File: src/rtl/result_display.sv
// result_display: fetches four pooled results from the result buffer and scans them as hex on an 8-digit 7-segment display
module result_display #(
  parameter int REFRESH_DIV = 100000,
  parameter logic [7:0] BASE_ADDR = 8'h00
) (
  input  logic       clk,
  input  logic       rst,
  input  logic       enable,
  output logic       rd_en,
  output logic [7:0] rd_addr,
  input  logic [7:0] rd_data,
  output logic       loaded,
  output logic [7:0] an,
  output logic [6:0] seg,
  output logic       dp
);
  localparam int CW = $clog2(REFRESH_DIV);
  typedef enum logic [1:0] {IDLE, FETCH, SHOW} state_t;
  state_t state, state_n;
  logic [2:0] fc, fc_n, dig, dig_n;
  logic [CW-1:0] rcnt, rcnt_n;
  logic [3:0][7:0] r, r_n;
  logic rd_en_n, loaded_n, tc;
  logic [7:0] rd_addr_n, an_n;
  logic [6:0] seg_n;
  logic [3:0] nib;
  function automatic logic [6:0] font(input logic [3:0] h);
    case (h)
      4'h0: font = 7'h40;
      4'h1: font = 7'h79;
      4'h2: font = 7'h24;
      4'h3: font = 7'h30;
      4'h4: font = 7'h19;
      4'h5: font = 7'h12;
      4'h6: font = 7'h02;
      4'h7: font = 7'h78;
      4'h8: font = 7'h00;
      4'h9: font = 7'h10;
      4'hA: font = 7'h08;
      4'hB: font = 7'h03;
      4'hC: font = 7'h46;
      4'hD: font = 7'h21;
      4'hE: font = 7'h06;
      default: font = 7'h0E;
    endcase
  endfunction
  assign tc = rcnt == CW'(REFRESH_DIV - 1);
  always_comb begin
    state_n = state;
    fc_n = fc;
    dig_n = 3'd0;
    rcnt_n = '0;
    r_n = r;
    rd_en_n = 1'b0;
    rd_addr_n = rd_addr;
    loaded_n = 1'b0;
    an_n = 8'hFF;
    seg_n = 7'h7F;
    nib = 4'd0;
    if (state == IDLE) begin
      if (enable) begin
        state_n = FETCH;
        fc_n = 3'd0;
        rd_en_n = 1'b1;
        rd_addr_n = BASE_ADDR;
      end
    end else if (!enable) begin
      state_n = IDLE;
    end else if (state == FETCH) begin
      fc_n = fc + 3'd1;
      rd_en_n = fc < 3'd3;
      if (fc < 3'd3) rd_addr_n = BASE_ADDR + {5'd0, fc} + 8'd1;
      if (fc != 3'd0) r_n[fc[1:0] - 2'd1] = rd_data;
      if (fc == 3'd4) begin
        state_n = SHOW;
        loaded_n = 1'b1;
      end
    end else begin
      rcnt_n = tc ? '0 : rcnt + CW'(1);
      dig_n = tc ? dig + 3'd1 : dig;
    end
    if (state_n == SHOW) begin
      nib = dig_n[0] ? r_n[dig_n[2:1]][7:4] : r_n[dig_n[2:1]][3:0];
      an_n = ~(8'd1 << dig_n);
      seg_n = font(nib);
    end
  end
  always_ff @(posedge clk) begin
    dp <= 1'b1;
    if (rst) begin
      state <= IDLE;
      fc <= 3'd0;
      dig <= 3'd0;
      rcnt <= '0;
      r <= '0;
      rd_en <= 1'b0;
      rd_addr <= BASE_ADDR;
      loaded <= 1'b0;
      an <= 8'hFF;
      seg <= 7'h7F;
    end else begin
      state <= state_n;
      fc <= fc_n;
      dig <= dig_n;
      rcnt <= rcnt_n;
      r <= r_n;
      rd_en <= rd_en_n;
      rd_addr <= rd_addr_n;
      loaded <= loaded_n;
      an <= an_n;
      seg <= seg_n;
    end
  end
endmodule

File: config.mk
export PLATFORM = sky130hd
export DESIGN_NAME = result_display
export DESIGN_NICKNAME = d
export VERILOG_FILES = /design/src/rtl/result_display.sv
export SDC_FILE = /design/constraint.sdc
export NUM_CORES = 1
export LEC_CHECK = 0
export CAP_MARGIN = 5
export CORE_MARGIN = 8
export CORE_UTILIZATION = 39
export DETAILED_ROUTE_END_ITERATION = 16
export HOLD_SLACK_MARGIN = 0.05
export PLACE_DENSITY = 0.56
export REMOVE_ABC_BUFFERS = 1
export SYNTH_ARGS = -nofsm -noshare
export SYNTH_HDL_FRONTEND = slang
export SYNTH_SLANG_ARGS = --single-unit
File: constraint.sdc
create_clock -name clk -period 3.6 [get_ports clk]
set_input_delay 0.72 -clock clk [delete_from_list [all_inputs] [get_ports clk]]
set_output_delay 0.72 -clock clk [all_outputs]
set_load 0.05 [all_outputs]
# After elaboration in Yosys (flattened, before gate mapping)
# Memory sizes are Yosys's and may differ from the RTL's. A register that Yosys moved wholly into a read port is not among the register bits.
# Index checks and enable logic that the tools add are counted.
# word_totals
register_bits	75
romBits	112
out_inout_bits	26
word_cells	74
mem_count	1
# op_classes
addsub	5
order_cmp	4
eq_ne	4
shifts	1
n_mux	33
n_bitwise	4
reduce_logical	10
# memory_table
name	depth	word_bits	read_ports	rd_ports_with_merged_regs	wr	line_no	text
(name not given)	16	7	1	1	0	28	case (h)
# op_table
operator	n
two-way mux 32 bit	4
two-way mux 8 bit	7
bitwise mux 32 bit	1
two-way mux 3 bit	8
adder 17 x 1 -> 17 bit (second input constant)	1
== test 17 bit (second input constant)	1
binary-select mux 8 bit (select 2 bit)	1
demux 8 bit (select 2 bit)	1
two-way mux 2 bit	5
inverter 8 bit	1
left shift 1 x 3 -> 8 bit (first input constant)	1
adder 3 x 1 -> 3 bit (second input constant)	2
less-than comparator 2 x 3 -> 1 bit (second input constant)	2
two-way mux 1 bit	5
OR reduction 5 bit	1
adder 3 x 1 -> 4 bit (second input constant)	1
two-way mux 4 bit	1
nonzero test 2 bit	2
OR reduction 4 bit	1
== test 3 bit (second input constant)	1
less-than comparator 3 x 2 -> 1 bit (second input constant)	1
inverter 1 bit	3
AND reduction 3 bit	1
nonzero test 3 bit	1
8 further kinds	8

# Depth between registers and ports, before layout
# logic_depth
word_depth	13
mapped_depth	15

# Least setup slack after synthesis
# OpenSTA, ideal clock, no wires.
# synth_timing
path_type	in2reg
from	input port enable
to	register seg[3]
setup_time_ns	0.123
arrival_ns	3.237
slack_ns	0.240
stages	11
path_buffers	1
path_cell_list	and3b_1 -> clkbuf_1 -> nand3_1 -> mux2i_1 -> a221o_1 -> o31a_1 -> a211o_1 -> ha_1 -> inv_1 -> mux4_2 -> nand2b_1
# synth_between
elab_chain_len	5
word_cells_on_any_way	13
classes_between	1 x eq/ne; 10 x mux; 1 x bitwise; 1 x reduce/logical
# synth_rtl
element	line_no	text
start, declared	8	input logic enable,
two-way mux 32 bit (tied with other cells)	67	end else if (!enable) begin
two-way mux 32 bit (tied with other cells)	60	if (state == IDLE) begin
binary-select mux 8 bit (select 2 bit) or == test 2 bit (tied branches)	83, 82	
two-way mux 8 bit (not written as such) or inverter 1 bit (tied branches)	-	
two-way mux 4 bit or OR reduction 2 bit (tied branches)	-	
end, declared	14	output logic [6:0] seg,
# Several ways; a longest one is shown, not always the timed one. The select of a mux whose other input is x is not followed.
# A chain may end at the register's enable or synchronous reset.

# Worst setup path in the final report
# layout_timing
from	register rcnt[0]
to	register seg[3]
# layout_between
elab_chain_len	8
# layout_rtl
element	line_no	text
start, declared	21	logic [CW-1:0] rcnt, rcnt_n;
start signal, assigned	105	rcnt <= rcnt_n;
== test 17 bit (*)	47	assign tc = rcnt == CW'(REFRESH_DIV - 1);
two-way mux 3 bit (*)	80	dig_n = tc ? dig + 3'd1 : dig;
two-way mux 3 bit (*)	69	end else if (state == FETCH) begin
two-way mux 3 bit (*)	67	
two-way mux 3 bit (*)	60	
binary-select mux 8 bit (select 2 bit)	83	nib = dig_n[0] ? r_n[dig_n[2:1]][7:4] : r_n[dig_n[2:1]][3:0];
two-way mux 8 bit (not written as such)	83	
two-way mux 4 bit (*)	83	
# Mark *: on every way between the ends. The rest lies on a longest branch, timed or not. The select of a mux whose other input is x is not followed.

==> key figures <==
Global route
  • Gr ovfl total: 0
  • Global-route wire length before repair: 13,900 um
  • Largest net degree at the start of global routing: 48
  • Total track usage: 13.5%
  • Initial antenna violation count: 0
  • Vias in the first global route: 2,875

Yosys
  • Prevailing post-synth register cell: dfxtp_1
  • Mapped Cells: 409
  • Fraction of registers with async set or reset after synthesis: 0%
  • Top cells by area, synth: dfxtp_1 (43%), mux2i_1 (8.8%), nor2_1 (6.6%)
  • Yosys reg bits: 78
  • Post-synth EDFFs: 0
  • Post-synthesis cell area: 3630 um^2
  • Cell taking the most area after synthesis: dfxtp_1
  • Synth Area per Inst: 8.88 um^2
  • Synth top area share: 43.0%
  • Register area share after synthesis: 43.0%
  • Top-count cell post-synth: dfxtp_1
  • Netlist cell types: 51
  • Most instantiated cells after synthesis: dfxtp_1 (78), nor2_1 (64), nand2_1 (36), mux2i_1 (32), a21oi_1 (17)
  • Total number of yosys warnings: 0

Floorplan
  • Total core area: 9150 um^2
  • Placement Rows: 35
  • Die Height: 113 um
  • Die Span X: 113 um
  • IO Count: 37
  • Initial core utilization: 39.7%
  • Die area: 12,700 um^2

Worst setup path
  • Worst path cell trace: ha_2, and4_4, nand4_1, buf_6, mux2i_1, or2_2, a221o_1, o31a_1, a211o_1, ha_1, inv_1, mux4_2, nand2b_1
  • CP max FO: 5
  • Crit path DAT: 3.66 ns
  • Critical Path Sink Type: register
  • Critical path's top delay family: simple AND/OR/NAND/NOR gates
  • Slowest-stage cell, CP: mux4_2
  • Startpoint Class: register
  • Type of the worst setup path: reg -> reg
  • Buf/Inv on CP: 2
  • CP max stage delay: 0.43 ns
  • Crit path required time: 3.84 ns

STA
  • RSZ-0062 raised after global routing: no
  • Max Clock Freq: 0.292 GHz
  • Worst slew pin tran: 0.586 ns
  • Setup violations, final: 0
  • Minimum clock period: 3.43 ns
  • Worst Skew: 0.0116 ns
  • Hold Fails Final Rpt: 0
  • Tcrit/Tclk final: 95.2%
  • Relative slew slack: 60.8%
  • Worst setup margin: 0.172 ns
  • Max Slew Vio Count: 0
  • Setup TNS: 0 ns

Drt
  • Vias post-DR: 2,994
  • Routed len/inst: 13.9 um
  • WL final: 8330 um
  • Routed Antenna Nets: 0
  • Vias/cell: 5.00
  • Detailed Route Iter0 Violations: 91
  • Drt pass-1 iters: 4
  • # DRC: 0

Clock tree
  • Clk pin slew, worst setup/hold paths: 0.09 ns
  • CTS tree: yes
  • Max Root-Sink Buffers: 2
  • Root Driver: clkbuf_8
  • Worst skew pair latency: 0.36 ns
  • Clock sink count: 78
  • Total CTS buffers: 9
  • H-tree Lvls: 3

Placement
  • Final GP Congestion: 0.866
  • Pre-CTS WS: -0.160 ns
  • DP Wirelength: 6160 um
  • Port bufs: 31

Run
  • Maxcap violations: 0

Final layout
  • Antenna cells: 0
  • P&R area growth vs syn: 25.5%
  • Final Net Count: 507
  • Core Util, Final: 49.8%
  • Share of cells above drive strength 1: 18.4%
  • Layout filler cell count: 905

Power and ir drop
  • Leak: 1.98 nW
  • Pwr per Cell Area: 328 nW/um^2
  • Worst VDD drop: 0.000124 V

Hold path
  • Hold Crit Class: reg -> reg

Outcome
  • Outcome: finished clean
[worst min-delay path, delay by kind of cell, from the launching register on]
kind	cells	cell delay, ns
AOI/OAI and AO/OA	1	0.05
DFF	1	0.31
and+or+nand+nor	1	0.05
[placed cells by master, fill, tap and decap left out, types with 3 or more instances in the layout]
master	instances
dfxtp_1	77
nor2_1	64
buf_4	53
nand2_1	36
mux2i_1	32
clkdlybuf4s50_1	31
a21oi_1	17
o21ai_0	14
inv_1	13
nand3_1	12
ha_1	12
xor2_1	11
clkbuf_8	9
or2_2	6
nor2b_1	6
and3_1	6
nand3b_1	5
a221o_1	5
nor3_1	5
or3_1	5
conb_1	5
clkinv_2	5
nand4_1	4
nand2b_1	4
xnor2_1	4
o22ai_1	3
a31oi_1	3
o221ai_1	3
mux2_2	3
[state kept, by name, indices dropped and copies added (netlist names)]
name,count
dig,3
r,32
rd_addr,4
loaded,1
state,2
an,8
rcnt,17
fc,3
seg,7
rd_en,1
[cell type report]
type	instances	area, um^2	share of cell area, %
well taps	111	139	3.05
multi-input cells	296	1920	42.2
inverters	13	48.8	1.07
flip-flops and latches	78	1560	34.3
repair buffers	85	719	15.8
clock inverters	7	41.3	0.906
clock buffers	9	124	2.72
[stage by stage]
stage / instance area (um^2) / power (mW) / instances / hold slack, ns
floorplan: 3520 / 0.912 / 387 / 0.426
global placement: 4350 / 0.945 / 580 / 0.442
detailed placement: 4350 / 0.945 / 580 / 0.448
CTS: 4520 / 1.52 / 596 / 0.460
global route: 4560 / 1.56 / 599 / 0.476
finish: 4560 / 1.50 / 599 / 0.459
[cells by family after synthesis]
family | synth area share (%)
AOI/OAI and AO/OA | 11.3
xor gates and xnor gates | 3.62
adders and majority gates | 4.48
buffers and inverters | 4.68
DFF | 43.0
muxes | 10.4
other | 0.207
and+or+nand+nor | 22.4
[routing by layer]
layer  track usage, %  routed length, um
met3             3.27                329
met4             6.65                190
met5                0                  0
met2             21.5               3790
met1             16.8               4020
[power breakdown]
part           leakage, nW  total [mW]  switching [mW]  internal, mW
combinational         1.26      0.0585          0.0388        0.0197
sequential           0.630       0.866         0.00220         0.864
clock               0.0885       0.571           0.326         0.245
total                 1.98        1.50           0.367          1.13
[what timing repair did]
action                     CTS  global route
setup buffers                0             3
hold buffers                 0             0
gates resized for setup      0             6
setup endpoints to repair    0             6
[worst paths after layout]
kind	cells past startpoint	startpoint	end	slack, ns
worst max-delay path	13	rcnt[0]	seg[3]	0.17
worst min-delay path	2	r[30]	r[30]	0.46
worst min register to register	2	r[30]	r[30]	0.46
worst max register to register	13	rcnt[0]	seg[3]	0.17
(Power assumes the default switching activity.)
==> patch 1, RTL diff (same flow settings) <==
Encoding of `state_t`: now one-hot (3 bits for 3 states).
--- a/src/rtl/result_display.sv
+++ b/src/rtl/result_display.sv
@@ -17,3 +17,3 @@
   localparam int CW = $clog2(REFRESH_DIV);
-  typedef enum logic [1:0] {IDLE, FETCH, SHOW} state_t;
+  typedef enum logic [2:0] {IDLE = 3'b001, FETCH = 3'b010, SHOW = 3'b100} state_t;
   state_t state, state_n;
Behaviour: no difference found for any inputs over 10 cycles, from zero or initial values and one cycle with rst high; not proved beyond that.
==> patch 1 against the unedited design <==
- worst setup slack improved by 120 ps
- clock skew fell by 1.2 ps
- sequential cell count rose by 1
- area after synthesis rose by 3.8%
- final area fell by 0.71%
- global-route usage rose by 0.11 points
- wire length rose by 2.4%
- power rose by 5.5%
==> patch 1: results <==
[cts]
htreeDepth = 3
clk_latency_ps = 350
clock-root-buffer = clkbuf_8
cts.clk_slew.worst_paths_ps = 80
cts_made_buffers = 9
cts_setup_buffers = 0
cts_resized = 0
cts_max_path_buffers = 2

[logic_synthesis]
ys.flop_type = dfxtp_1
synth_cell_types = 57
async_flop_share = 0
ys_seq_area_frac = 0.420
ys_warn_count = 0
synth_area_leaders = dfxtp_1 (42%), mux2i_1 (9.3%), nor2_1 (6.7%)
yosys-top-cells-count = dfxtp_1 (79), nor2_1 (67), nand2_1 (36), mux2i_1 (35), a21oi_1 (14)

[place]
hpwl_um = 6240
gp_congestion = 0.834
dpl_cell_area_um2 = 4340
port_buffers = 31

[route]
drt-total-wl_um = 8530
dr.pass1.iters = 4
drt_iter0_drc = 121
num_vias = 2973

[worst_hold_path]
min_path_type = register to register

[grt]
grtUsageMet2 = 0.228
gr-usage-met1 = 0.167
grt.total_usage = 0.137
grt_max_degree = 42
grt_pass1_vias = 2990
antenna_found_initial = 0
use_met3 = 0.0411
grt_pass1_wl_um = 14300

[finish]
diodes = 0
layout-drive-gt1-share = 0.125
n_fill_cell = 952
reg_top3 = r: 32 flops, rcnt: 17 flops, an: 8 flops
fin_nets = 486

[sta]
whs_ps = 465
tightest_slew_ps = 570
finClkSkew_ps = 10.4

[worst_setup_path]
cp_max_fo = 4
rrSetupSlack_ps = 320
worstPathArrival_ps = 3590

[power_and_ir_drop]
ir_drop_mv = 0.173
p_int_w = 0.00123
power.leakage_nw = 1.81

[status]
status = completed
## patch 1: critical path, cell delays in order
cell and delay, ps:
clkdlybuf4s50_1 480, and4bb_1 290, nand3_1 220, mux2i_1 190
a22o_1 220, o31a_1 290, or2_2 300, ha_1 340
mux4_2 470, nand2_1 80
## patch 1: cell families (layout without fill, tap and decap cells)
kind of cell | count (synthesis) | after routing | share of synthesized area
AOI/OAI and AO/OA | 66 | 66 | 0.125
xor gates and xnor gates | 16 | 16 | 0.0372
adders and majority gates | 13 | 13 | 0.0431
buffers and inverters | 34 | 84 | 0.0491
DFF | 79 | 79 | 0.420
muxes | 37 | 37 | 0.103
other | 2 | 5 | 0.00199
and+or+nand+nor | 165 | 165 | 0.221
## patch 1: through the flow
step / instances / worst slack, ps / util
after CTS: 598 / 304 / 0.472
after floorplan: 391 / 96.6 / -
after detailed placement: 584 / -46.8 / 0.452
after global placement: 584 / -34.2 / 0.452
final: 598 / 294 / 0.472
after global routing: 598 / 100 / 0.472
## patch 1: layout make-up
| cell class | count | share of cell area |
|---|---|---|
| Inverter | 10 | 0.00829 |
| Multi-Input combinational cell | 302 | 0.445 |
| Clock inverter | 4 | 0.0105 |
| Clock buffer | 10 | 0.0304 |
| Timing Repair Buffer | 60 | 0.119 |
| Sequential cell | 79 | 0.349 |
| Tap cell | 133 | 0.0368 |
## patch 1: final timing paths
check | startpoint | endpoint | depth (start not counted)
setup / recovery | enable | seg[3]$_SDFF_PP1_ | 10
setup reg to reg | rcnt[0]$_SDFF_PP0_ | seg[3]$_SDFF_PP1_ | 10
hold / removal | rcnt[0]$_SDFF_PP0_ | rcnt[0]$_SDFF_PP0_ | 1
hold reg to reg | rcnt[0]$_SDFF_PP0_ | rcnt[0]$_SDFF_PP0_ | 1
## patch 1: layer usage
layer / wire length, um / part of all wire
met5: 0 / 0
met4: 67 / 0.0079
met3: 342 / 0.040
met2: 3970 / 0.46
met1: 4160 / 0.49
## patch 1: power groups by stage
| stage | registers (W) | logic (W) | clock network, W |
|---|---|---|---|
| 3_3_place_gp | 0.000900 | 0.0000673 | 0 |
| 2_1_floorplan | 0.000902 | 0.0000288 | 0 |
| 5_1_grt | 0.000880 | 0.0000727 | 0.000695 |
| 3_5_place_dp | 0.000900 | 0.0000672 | 0 |
| 4_1_cts | 0.000880 | 0.0000674 | 0.000656 |
| 6_report | 0.000880 | 0.0000671 | 0.000631 |
==> patch 2, RTL diff (same settings) <==
Made on the original files. Change the parameter `REFRESH_DIV` from 100000 to 200000.
--- a/src/rtl/result_display.sv
+++ b/src/rtl/result_display.sv
@@ -2,3 +2,3 @@
 module result_display #(
-  parameter int REFRESH_DIV = 100000,
+  parameter int REFRESH_DIV = 200000,
   parameter logic [7:0] BASE_ADDR = 8'h00
Formal check against the unedited RTL: same outputs for any inputs over 10 cycles, from zero or initial values and one cycle with rst high; that may be too few to reach the edited logic, so the function may still have changed.
==> patch 2 against the unedited design <==
- final area is 0.11% lower
- wire length is 6.1% higher
- worst setup slack better by 110 ps
- clock power is 20% higher
- sequential cell count is 1 higher
- synthesized cell count is 2.9% higher
- final cell count is 1.2% higher
- power is 8.4% higher
- area after synthesis is 4.4% higher
- largest cell class unchanged
==> patch 2: results <==
[status]
status = completed

[worst_setup_path]
slowest_stage = clkdlybuf4s50_1
crit_family = buffers and inverters
startpoint = enable
cp_max_fo = 9
cp_slowest_stage_delay_ps = 460
r2r_cells = 12

[finish]
layout.nonclk_buf_frac = 0.108
n_fill_cell = 938
syn2layout_area_growth_pct = 20.1
layout-drive-gt1-share = 0.118
multi_input_area_share = 0.458
multi_input_gates = 316
nonClockInverterCount = 7
seq_share = 0.347

[sta]
setup_ws_ps = 281
whs_ps = 459
finClkSkew_ps = 15.7

[logic_synthesis]
synth_area_leaders = dfxtp_1 (42%), mux2i_1 (7.9%), nor2_1 (5.3%)
yosys-top-cells-count = dfxtp_1 (79), nor2_1 (54), nand2_1 (32), mux2i_1 (30), nand3_1 (30)
ys_seq_area_frac = 0.417
syn_avg_cell_area_um2 = 9.01
synth_cell_types = 63

[worst_hold_path]
whs_endpoint = r[15]$_SDFF_PP0_
hp-start = r[15]$_SDFF_PP0_

[grt]
grt_pass1_wl_um = 14600
grt_pass1_vias = 3004
grt_max_degree = 49
grt.total_usage = 0.140

[route]
met3_length_um = 465
num_vias = 3114
wl_met1_um = 4220
drt-total-wl_um = 8840
drt_iter0_drc = 146
route.met2.wl_um = 4030

[power_and_ir_drop]
p_int_w = 0.00122
seq_cell_power_w = 0.000878
power.leakage_nw = 1.87
ir_drop_mv = 0.145

[place]
pre_cts_slack_ps = -74.3
hpwl_um = 6590
gp_congestion = 0.834

[die]
rows = 36

[cts]
numClockSinks = 79
[patch 2: changes by cell type in the layout (fill, tap and decap cells not counted), sizes merged, moves of 4 or more]
| cell | delta |
|---|---|
| a211oi | +4 |
| and2 | +4 |
| buf | -30 |
| or2 | -6 |
| nor2 | -10 |
| a21oi | +7 |
| o21ai | -4 |
| clkinv | -4 |
| nand3 | +19 |
[patch 2: logic make-up (layout without fill, tap and decap cells)]
group,after synthesis,after routing,share of synthesized area
AND/OR/NAND/NOR,175,175,0.236
AO/OA/AOI/OAI,72,72,0.135
buffers and inverters,29,78,0.0370
other,2,5,0.00198
XOR/XNOR,17,17,0.0393
multiplexers,34,34,0.0917
adder cells (fa/ha/maj),13,13,0.0429
flip-flops,79,79,0.417
[patch 2: routing by layer]
layer,up-vias,global-route usage
met3,10,0.0390
met2,60,0.223
li1,1582,-
met4,0,0.0497
met1,1462,0.175
met5,-,0
